## src/rtl/traffic_lights.sv

```systemverilog
// traffic_lights
//   Single-intersection traffic-light controller. A Moore FSM walks
//   RED -> YELLOW_1 -> GREEN -> YELLOW_2 -> RED forever. Each state's
//   duration comes from a 3-bit down-counter that is loaded with
//   (CYCLES - 1) whenever the state is entered.
//
//   Optional build macro: TRAFFIC_LIGHTS_RED_AMBER_EN
//     defined   : YELLOW_1 shows red+yellow (red-amber before green)
//     undefined : YELLOW_1 shows yellow only (same as YELLOW_2)
//
// Parameters
//   RED_CYCLES    (1..8) cycles spent in RED
//   YELLOW_CYCLES (1..8) cycles spent in each of YELLOW_1 and YELLOW_2
//   GREEN_CYCLES  (1..8) cycles spent in GREEN
//
// Ports
//   clk    in   system clock, rising edge
//   rst    in   synchronous active-high reset
//   red    out  red lamp
//   yellow out  yellow lamp
//   green  out  green lamp
module traffic_lights #(
  parameter int RED_CYCLES    = 8,
  parameter int YELLOW_CYCLES = 2,
  parameter int GREEN_CYCLES  = 6
) (
  input  logic clk,
  input  logic rst,
  output logic red,
  output logic yellow,
  output logic green
);

  localparam logic [3:0] S_RED      = 4'b0000;
  localparam logic [3:0] S_YELLOW_1 = 4'b0001;
  localparam logic [3:0] S_YELLOW_2 = 4'b0010;
  localparam logic [3:0] S_GREEN    = 4'b0100;

  // Load values are truncated to the 3-bit timer width, so 8 loads 7.
  localparam logic [2:0] RED_LOAD    = 3'(RED_CYCLES - 1);
  localparam logic [2:0] YELLOW_LOAD = 3'(YELLOW_CYCLES - 1);
  localparam logic [2:0] GREEN_LOAD  = 3'(GREEN_CYCLES - 1);

`ifdef TRAFFIC_LIGHTS_RED_AMBER_EN
  localparam logic Y1_RED = 1'b1;
`else
  localparam logic Y1_RED = 1'b0;
`endif

  logic [3:0] state_q, state_d;
  logic [2:0] timer_q, timer_d;

  always_comb begin
    state_d = state_q;
    timer_d = timer_q;
    case (state_q)
      S_RED: begin
        if (timer_q == 3'd0) begin
          state_d = S_YELLOW_1;
          timer_d = YELLOW_LOAD;
        end else begin
          timer_d = timer_q - 3'd1;
        end
      end
      S_YELLOW_1: begin
        if (timer_q == 3'd0) begin
          state_d = S_GREEN;
          timer_d = GREEN_LOAD;
        end else begin
          timer_d = timer_q - 3'd1;
        end
      end
      S_GREEN: begin
        if (timer_q == 3'd0) begin
          state_d = S_YELLOW_2;
          timer_d = YELLOW_LOAD;
        end else begin
          timer_d = timer_q - 3'd1;
        end
      end
      S_YELLOW_2: begin
        if (timer_q == 3'd0) begin
          state_d = S_RED;
          timer_d = RED_LOAD;
        end else begin
          timer_d = timer_q - 3'd1;
        end
      end
      default: begin
        // Unreachable encoding: recover to a full RED period regardless of timer.
        state_d = S_RED;
        timer_d = RED_LOAD;
      end
    endcase
  end

  always_ff @(posedge clk) begin
    if (rst) begin
      state_q <= S_RED;
      timer_q <= RED_LOAD;
    end else begin
      state_q <= state_d;
      timer_q <= timer_d;
    end
  end

  // Moore decode; any illegal encoding falls through to the RED lamp set.
  always_comb begin
    red    = 1'b1;
    yellow = 1'b0;
    green  = 1'b0;
    case (state_q)
      S_YELLOW_1: begin
        red    = Y1_RED;
        yellow = 1'b1;
      end
      S_GREEN: begin
        red   = 1'b0;
        green = 1'b1;
      end
      S_YELLOW_2: begin
        red    = 1'b0;
        yellow = 1'b1;
      end
      default: ;
    endcase
  end

endmodule

```

## config.mk

```make
export PLATFORM = sky130hd
export DESIGN_NAME = traffic_lights
export DESIGN_NICKNAME = d
export VERILOG_FILES = /design/src/rtl/traffic_lights.sv
export SDC_FILE = /design/constraint.sdc
export NUM_CORES = 1
export LEC_CHECK = 0
export ABC_AREA = 1
export ABC_CLOCK_PERIOD_IN_PS = 1300
export BUFFER_PORTS_ARGS = -buffer_cell sky130_fd_sc_hd__buf_2
export CORE_AREA = 2 2 39 41
export CTS_CLUSTER_DIAMETER = 80
export DETAILED_ROUTE_END_ITERATION = 10
export DIE_AREA = 0 0 41 43
export GPL_ROUTABILITY_DRIVEN = 0
export PLACE_DENSITY = 0.5
export RECOVER_POWER = 50
export SLEW_MARGIN = 0
export SYNTH_ARGS = -nofsm -noshare
export SYNTH_HDL_FRONTEND = slang
export SYNTH_SLANG_ARGS = --single-unit
```

## constraint.sdc

```tcl
create_clock -name clk -period 1.3 [get_ports clk]
set_input_delay 0 -clock clk [delete_from_list [all_inputs] [get_ports clk]]
set_output_delay 0 -clock clk [all_outputs]
set_load 0.05 [all_outputs]
```

# Word level (Yosys, flattened, before mapping)
# Index checks and enable logic that the tools add are counted.
# totals
reg_bits	7
input_bits	2
word_cells	28
# op_classes
eq_ne	7
reduce_logical	6
n_mux	12
add_sub_neg	1
# op_table
cell	count
4-bit two-way mux	4
4-bit one-hot mux with 4 select lines	1
3-bit two-way mux	3
3-bit one-hot mux with 3 select lines	1
2-bit inequality test, second input constant	4
4-bit by 1-bit == test with 1-bit output, second input constant	1
4-bit by 2-bit == test with 1-bit output, second input constant	1
4-bit by 3-bit == test with 1-bit output, second input constant	1
4-bit zero test	1
4-bit AND reduction	1
2-bit OR reduction	2
3-bit zero test	1
1-bit two-way mux	3
3-bit OR reduction	1
3-bit by 1-bit subtractor with 3-bit output, second input constant	1

# Depth between registers and ports, before layout
# Gate-level depths: netlist of the first run.
# depth
ltp_word	3
mapped_depth	6
mapped_depth_nobuf	6

# Worst setup path after synthesis of the first run
# No wires, ideal clock.
# synth_timing
kind	register to output
from	register state_q[0]
to	output red
arrival_ns	1.470
stages_incl_launch_ff	5
n_path_buf	0
setup_slack_ns	-0.170
cell_sequence	dfxtp_1 inv_2 nand3_2 inv_1 nor2_1
# synth_between
elab_chain_cells	3
word_cells_on_any_way	5
# synth_lines
item	line_no	text
start: declaration	50	logic [3:0] state_q, state_d;
start signal: assignment	102	state_q <= state_d;
4-bit by 3-bit == test with 1-bit output (tied with other cells)	112	case (state_q)
3-bit OR reduction (no line) *	--	
1-bit two-way mux *	112	
end: declaration	29	output logic red,
# Every way passes the cells marked *; elsewhere a longest branch is shown, timed or not.

# Final worst setup path of the first run
# Ends and elaborated chain as after synthesis.

==> results of run 1 <==
## worst reg2reg max path, delay by kind of cell (launching register included)
kind	cells	cell delay [ns]
AND/OR/NAND/NOR	4	0.48
flip-flops	1	0.32
buffers and inverters	1	0.13
AO/OA/AOI/OAI	1	0.06
## final timing paths
kind | endpoint | start | cells past startpoint | slack (ns)
worst max register to register | timer_q[1] | timer_q[0] | 6 | 0.19
worst max-delay path | red | state_q[0] | 5 | 0.08
worst min-delay path | timer_q[0] | timer_q[0] | 1 | 0.41
worst min register to register | timer_q[0] | timer_q[0] | 1 | 0.41
## stage by stage
| step | instances | util | power (mW) |
|---|---|---|---|
| global route | 66 | 0.282 | 0.432 |
| CTS | 66 | 0.294 | 0.426 |
| floorplan | 42 | - | 0.232 |
| detailed placement | 62 | 0.270 | 0.239 |
| finish | 66 | 0.282 | 0.411 |
| global placement | 62 | 0.270 | 0.239 |
## registers in the layout, indices dropped and copies added (netlist names)
signal	count
state_q	3
timer_q	3
## power breakdown
| part | switching [mW] | internal, mW |
|---|---|---|
| Sequential | 0.00415 | 0.192 |
| Combinational | 0.0220 | 0.0138 |
| Clock | 0.0738 | 0.105 |
## synthesized netlist by cell type
| cell | number |
|---|---|
| inv_2 | 3 |
| inv_4 | 1 |
| a21oi_2 | 4 |
| nand2_1 | 10 |
| dfxtp_1 | 6 |
| o21ai_1 | 3 |
| nor2_4 | 1 |
| inv_1 | 5 |
| nor2_1 | 3 |
| nand3_2 | 2 |
| nand3_4 | 1 |
| nand2_4 | 2 |
| nor3_1 | 1 |
## logic make-up (layout without fill, tap and decap cells)
kind of cell           count (synthesis)  after routing
and+or+nand+nor                       20             20
DFF                                    6              6
AOI/OAI and AO/OA                      7              7
buffers and inverters                  9             17
## layout by cell type, fill, tap and decap left out
cell type,instances
dlygate4sd3_1,1
a21oi_2,3
nand2_1,11
nand3_4,1
o21ai_1,3
inv_1,5
nor2_2,1
dfxtp_1,6
clkbuf_4,4
buf_2,3
nor3_1,1
a21oi_1,1
inv_4,1
nand3_2,2
nand2_4,1
nor2_1,3
inv_2,3
## cell type report
class,instances,area (um^2)
inverter,9,36.3
timing repair buffer,5,32.5
tap,16,20.0
clock buffer,3,22.5
sequential,6,120
fill,159,993
multi-input combinational,27,159
## repair_timing
action,4_1_cts,5_1_grt
endpoints found under the setup margin,0,1
gates resized for setup,0,1
hold buffers,1,0
hold endpoints to repair,3,0
## routing by layer
metal | GRT usage | routed length [um] | vias up
li1 | - | - | 145
met1 | 0.123 | 306 | 116
met2 | 0.109 | 235 | 8
met3 | 0.0314 | 29 | 2
met4 | 0.100 | 17 | 0
met5 | 0 | 0 | -
==> summary.txt, run 1 <==
Floorplan
  • Chip Height: 43 um
  • Rows: 14
  • Ports: 5
  • Die Span X: 41 um
  • Core region area: 0.00138 mm^2
  • Initial Util: 0.240
  • DIE AREA: 0.00176 mm^2

Logic synthesis
  • Post-synthesis sequential area ratio: 0.362
  • Synthesized instance count: 42
  • Post-synthesis adder-cell area fraction: 0
  • Yosys cell types: 13
  • Share of the synthesized area in the top cell type: 0.362
  • Synth Register Bits: 6
  • Synth warn: 0
  • Cell taking the most area after synthesis: dfxtp_1
  • Mapped Area: 332 um^2
  • Compound-cell area share of the yosys netlist: 0.151
  • Per-instance average area after synthesis: 7.89 um^2
  • Syn nets: 44
  • Simple-Gate Fraction of Synth Area: 0.377
  • Main combinational cell family by area after synthesis: simple AND/OR/NAND/NOR gates
  • Main area contributors after synthesis: dfxtp_1 (36%), nand2_1 (11%), a21oi_2 (11%)
  • Xor-xnor portion of the synthesized cell area: 0
  • Post-synthesis mux area share: 0

GRT
  • Total global routing overflow: 0
  • Initial antenna violation count: 0
  • Vias in the first global route: 238
  • First-pass GRT wire length: 1050 um
  • GRT Total Usage: 0.0945
  • Largest net degree at the start of global routing: 6

STA
  • Unrepaired setup endpoints after global routing: false
  • Tcrit/Tclk final: 0.936
  • Final hold vios: 0
  • WHS: 0.407 ns
  • Endpoints failing setup: 0
  • Fin crit period: 1.22 ns
  • FMAX: 0.822 GHz
  • Max_slew headroom: 0.829
  • Setup TNS: 0 ns
  • Least-Margin Pin Slew: 0.256 ns
  • Final WS setup: 0.0838 ns
  • Slew Limit Fails: 0
  • Clock Skews: 0.00151 ns

Clock network
  • Post-CTS setup buffer count: 0
  • CTS sink cnt: 6
  • Clk slew on worst S/H paths: 0.05 ns
  • Root Driver: clkbuf_4
  • H-tree Lvls: 1
  • Num CTS Buffers: 3
  • TritonCTS clock tree: done
  • Skew-Pair Late Insertion Delay: 0.25 ns
  • CTS max path bufs: 2

Critical path
  • Worst-path cell chain: inv_2 > nand3_2 > inv_1 > nor2_2 > clkbuf_4
  • Slowest cell on crit path: dfxtp_1
  • Top delay family on crit path: flip-flops
  • Worst Setup Start Kind: flop
  • CP Data Arrival Time: 1.22 ns
  • Crit path largest cell delay: 0.41 ns
  • Crit path max fanout: 3
  • Crit Path Class: reg -> out
  • CP bufs+invs: 3
  • Crit. End Element: output pin
  • Critical Path RT: 1.30 ns

Final layout
  • N_diodes: 0
  • Post-layout nets: 54
  • Final instance area: 390 um^2
  • Area Overhead vs Synth: 17.7%
  • Share of cells above drive strength 1: 0.380

Power and ir drop
  • VDD IR max: 417 uV
  • Power Density: 1050 mW/mm^2
  • Static Leak: 0.190 nW

Route
  • Routed vias/inst: 4.11
  • Routed wire per std cell: 8.92 um
  • ANT nets after route: 0
  • DRC Markers: 0
  • Initial DRC Count: 3
  • DRT Pass-1 Iters: 4
  • DRT Wirelength: 589 um
  • Via count: 271

Outcome
  • Outcome: finished clean

Placed design
  • DP Area: 374 um^2
  • HPWL after DPL: 462 um
  • Dpl ws: 0.323 ns
  • IO buf count: 4

Flow run
  • Max-cap viol count: 0

Hold path
  • Worst min-delay path category: reg -> reg
Note: power is estimated with default switching activity, not from simulation.
==> inputs of run 2 (changes only) <==
==> constraint.sdc (replaced) <==
create_clock -name clk -period 1.3 [get_ports clk]
set_input_delay 0 -clock clk [delete_from_list [all_inputs] [get_ports clk]]
set_output_delay 0 -clock clk [all_outputs]
set_load 0.01 [all_outputs]
==> summary.txt, run 2 (synthesis gave the netlist of run 1 again) <==
Route
  • Initial DRC Count: 4
  • Routed vias/inst: 3.89
  • DRT Pass-1 Iters: 3
  • DRC Markers: 0
  • Routed wire per std cell: 8.39 um
  • DRT Wirelength: 554 um
  • ANT nets after route: 0
  • Via count: 257

Final layout
  • Storage element area: 120 um^2
  • Area Overhead vs Synth: 17.4%
  • Biggest regs: state_q (3), timer_q (3)
  • Share of cells above drive strength 1: 0.360
  • N_diodes: 0
  • Final instance area: 389 um^2
  • Commonest non-fill, non-tap cell in the layout: nand2_1
  • Post-layout nets: 54
  • Cell Count, Final, Fillers Out: 66
  • Area of the multi-input gates: 160 um^2
  • Most frequent cells in the layout: nand2_1 (10), dfxtp_1 (6), inv_1 (5)
  • Fillers: 155

STA
  • Unrepaired setup endpoints after global routing: false
  • Setup TNS: 0 ns
  • WHS: 0.406 ns
  • Max_slew headroom: 0.793
  • Slew Limit Fails: 0
  • Tcrit/Tclk final: 0.832
  • FMAX: 0.925 GHz
  • Final hold vios: 0
  • Least-Margin Pin Slew: 0.310 ns
  • Endpoints failing setup: 0
  • Fin crit period: 1.08 ns
  • Clock Skews: 0.00440 ns

GRT
  • Vias in the first global route: 219
  • Initial antenna violation count: 0
  • Total global routing overflow: 0
  • GRT Total Usage: 0.0755
  • Largest net degree at the start of global routing: 6
  • First-pass GRT wire length: 814 um

Critical path
  • Critical Path RT: 1.30 ns
  • Crit. End Element: output pin
  • Crit Path Class: reg -> out
  • CP Data Arrival Time: 1.08 ns
  • Crit path max fanout: 3
  • FF-to-FF path depth: 6
  • Worst Setup Start Kind: flop

Power and ir drop
  • Power Density: 1020 mW/mm^2
  • Static Leak: 0.203 nW
  • VDD IR max: 370 uV
  • Power consumption: 396 uW

Floorplan
  • Core region area: 0.00138 mm^2
  • Ports: 5
  • DIE AREA: 0.00176 mm^2
  • Initial Util: 0.240
  • Die Span X: 41 um
  • Rows: 14
  • Chip Height: 43 um

Clock network
  • H-tree Lvls: 1
  • Num CTS Buffers: 3
  • Clk slew on worst S/H paths: 0.05 ns
  • Post-CTS setup buffer count: 0
  • CTS max path bufs: 2
  • TritonCTS clock tree: done
  • Root Driver: clkbuf_4
  • CTS sink cnt: 6
  • Skew-Pair Late Insertion Delay: 0.24 ns

Hold path
  • Hold Crit Depth: 1
  • Worst min-delay path category: reg -> reg

Placed design
  • DP Area: 372 um^2
  • HPWL after DPL: 457 um
  • Placed insts: 62
  • IO buf count: 4

Outcome
  • Outcome: finished clean

Flow run
  • Max-cap viol count: 0
[run 2: changes by cell type in the layout (fill, tap and decap cells not counted), sizes merged]
cell,delta
clkbuf,-1
buf,+1
[run 2: worst paths after layout]
| check | endpoint | slack [ns] | from |
|---|---|---|---|
| setup / recovery | red | 0.22 | state_q[2] |
| hold / removal | timer_q[0] | 0.41 | timer_q[0] |
| setup reg to reg | timer_q[1] | 0.23 | timer_q[1] |
| hold reg to reg | timer_q[0] | 0.41 | timer_q[0] |
[run 2: power by group]
group	internal [mW]	switching (mW)	total (mW)
Combinational	0.0139	0.0193	0.0332
Clock	0.104	0.0622	0.166
Sequential	0.192	0.00436	0.197
Total	0.310	0.0858	0.396
[run 2: what timing repair did]
item,in CTS,in global routing
hold buffers,1,0
endpoints found under the hold margin,3,0
gates resized for setup,0,0
[run 2: cell type report]
class,count,share of cell area
multi-input cells,27,0.412
clock buffers,3,0.0579
flip-flops and latches,6,0.309
inverters,9,0.0932
well taps,16,0.0514
repair buffers,5,0.0772
[run 2: routing by layer]
metal	track usage	routed length [um]	part of all wire
met1	0.0747	300	0.54
met2	0.0969	215	0.39
met3	0.0314	26	0.047
met4	0.100	11	0.020
met5	0	0	0
[run 2: critical path, cell delays in order (launching register included)]
cell     delay (ns)
dfxtp_1        0.38
inv_2          0.08
nand3_2        0.12
nand2_4        0.06
nor2_1         0.07
buf_2          0.13
[run 2: through the flow]
| step | setup WS [ns] | utilization |
|---|---|---|
| 4_1_cts | 0.203 | 0.292 |
| 3_5_place_dp | 0.352 | 0.269 |
| 5_1_grt | 0.0860 | 0.281 |
| 2_1_floorplan | 0.429 | - |
| 6_report | 0.219 | 0.281 |
| 3_3_place_gp | 0.342 | 0.269 |
==> inputs of run 3 (changes only) <==
--- a/config.mk
+++ b/config.mk
@@ -6,7 +6,7 @@
 export NUM_CORES = 1
 export LEC_CHECK = 0
 export ABC_AREA = 1
-export ABC_CLOCK_PERIOD_IN_PS = 1300
+export ABC_CLOCK_PERIOD_IN_PS = 1000
 export BUFFER_PORTS_ARGS = -buffer_cell sky130_fd_sc_hd__buf_2
 export CORE_AREA = 2 2 39 41
 export CTS_CLUSTER_DIAMETER = 80
==> constraint.sdc (replaced) <==
create_clock -name clk -period 1 [get_ports clk]
set_input_delay 0 -clock clk [delete_from_list [all_inputs] [get_ports clk]]
set_output_delay 0 -clock clk [all_outputs]
set_load 0.01 [all_outputs]
==> summary.txt, run 3 (synthesis gave the netlist of run 1 again) <==
Clock network
  • Skew-Pair Late Insertion Delay: 0.24 ns
  • H-tree Lvls: 1
  • Root Driver: clkbuf_4
  • CTS max path bufs: 2
  • Num CTS Buffers: 3
  • CTS sink cnt: 6
  • TritonCTS clock tree: done
  • Clk slew on worst S/H paths: 0.04 ns

STA
  • Unrepaired setup endpoints after global routing: true
  • Least-Margin Pin Slew: 0.169 ns
  • Slew Limit Fails: 0
  • Endpoints failing setup: 0
  • Fin crit period: 0.983 ns
  • Final hold vios: 0
  • Setup TNS: 0 ns
  • WHS: 0.427 ns
  • Clock Skews: 0.00608 ns
  • Tcrit/Tclk final: 0.983
  • FMAX: 1.02 GHz
  • Max_slew headroom: 0.887

Route
  • Initial DRC Count: 4
  • DRC Markers: 0
  • DRT Wirelength: 615 um
  • Routed wire per std cell: 8.54 um
  • DRT Pass-1 Iters: 4
  • Routed vias/inst: 3.97
  • Via count: 286
  • ANT nets after route: 0

Placed design
  • HPWL after DPL: 440 um
  • IO buf count: 4
  • DP Area: 379 um^2

Hold path
  • Worst min-delay path category: reg -> reg

GRT
  • Initial antenna violation count: 0
  • Vias in the first global route: 259
  • First-pass GRT wire length: 1010 um
  • Largest net degree at the start of global routing: 6
  • Total global routing overflow: 0
  • GRT Total Usage: 0.0935

Floorplan
  • Ports: 5
  • Chip Height: 43 um
  • Die Span X: 41 um
  • Core region area: 0.00138 mm^2
  • Initial Util: 0.240
  • DIE AREA: 0.00176 mm^2
  • Rows: 14

Outcome
  • Outcome: finished clean

Final layout
  • Final instance area: 488 um^2
  • Area Overhead vs Synth: 47.2%
  • N_diodes: 0
  • Share of cells above drive strength 1: 0.589
  • Post-layout nets: 60
  • Most frequent cells in the layout: nand2_1 (10), buf_4 (5)
  • Commonest non-fill, non-tap cell in the layout: nand2_1
  • Biggest regs: state_q (3), timer_q (3)

Flow run
  • Max-cap viol count: 0

Critical path
  • Slowest cell on crit path: dfxtp_4
  • Crit Path Class: reg -> out
  • Worst-path cell chain: inv_4 > nand3_4 > nand2_4 > nor2_2 > buf_2
  • Worst Setup Start Kind: flop
  • Crit path max fanout: 3
  • Crit. End Element: output pin
  • Critical Path RT: 1.00 ns
  • CP Data Arrival Time: 0.98 ns
  • Crit path largest cell delay: 0.36 ns

Power and ir drop
  • Power Density: 1060 mW/mm^2
  • Static Leak: 0.237 nW
  • VDD IR max: 556 uV
[run 3: area by class of cell]
type	instances	area, um^2
fill	155	896
multi-input combinational	27	193
sequential	6	130
timing repair buffer	11	78.8
inverter	9	43.8
clock buffer	3	22.5
tap	16	20.0
[run 3: path summary, 6_finish.rpt]
path              startpoint  cells past startpoint  slack, ns          to
setup / recovery  state_q[1]                      5       0.02         red
hold / removal    timer_q[0]                      1       0.43  timer_q[0]
setup reg to reg  state_q[2]                      6       0.06  timer_q[2]
hold reg to reg   timer_q[0]                      1       0.43  timer_q[0]
[run 3: what timing repair did]
action	4_1_cts	5_1_grt
endpoints found under the setup margin	3	3
hold endpoints to repair	3	0
setup buffers	4	1
hold buffers	1	0
resized for setup	12	2
pin swaps	2	1
[run 3: routing by layer]
metal,vias up,global-route usage,part of all wire
met5,-,0,0
met4,0,0.0800,0
met3,0,0.0471,0.047
met2,4,0.125,0.52
met1,123,0.103,0.43
li1,159,-,-
[run 3: per-stage QoR]
| step | instances | util | power, mW | setup slack (ns) |
|---|---|---|---|---|
| global placement | 63 | 0.274 | 0.305 | 0.0566 |
| detailed placement | 63 | 0.274 | 0.306 | 0.0580 |
| finish | 72 | 0.353 | 0.519 | 0.0168 |
| CTS | 71 | 0.344 | 0.535 | 0.000307 |
| floorplan | 42 | - | 0.295 | 0.129 |
| global route | 72 | 0.353 | 0.559 | -0.0663 |
[run 3: critical path: cells and delay by family (launching register included)]
family / cells / cell delay, ns
simple gates: 3 / 0.19
buf+inv: 2 / 0.20
flops: 1 / 0.36
[run 3: power breakdown]
part	internal, mW	switching, mW
registers	0.246	0.00929
clock network	0.135	0.0774
logic	0.0243	0.0273
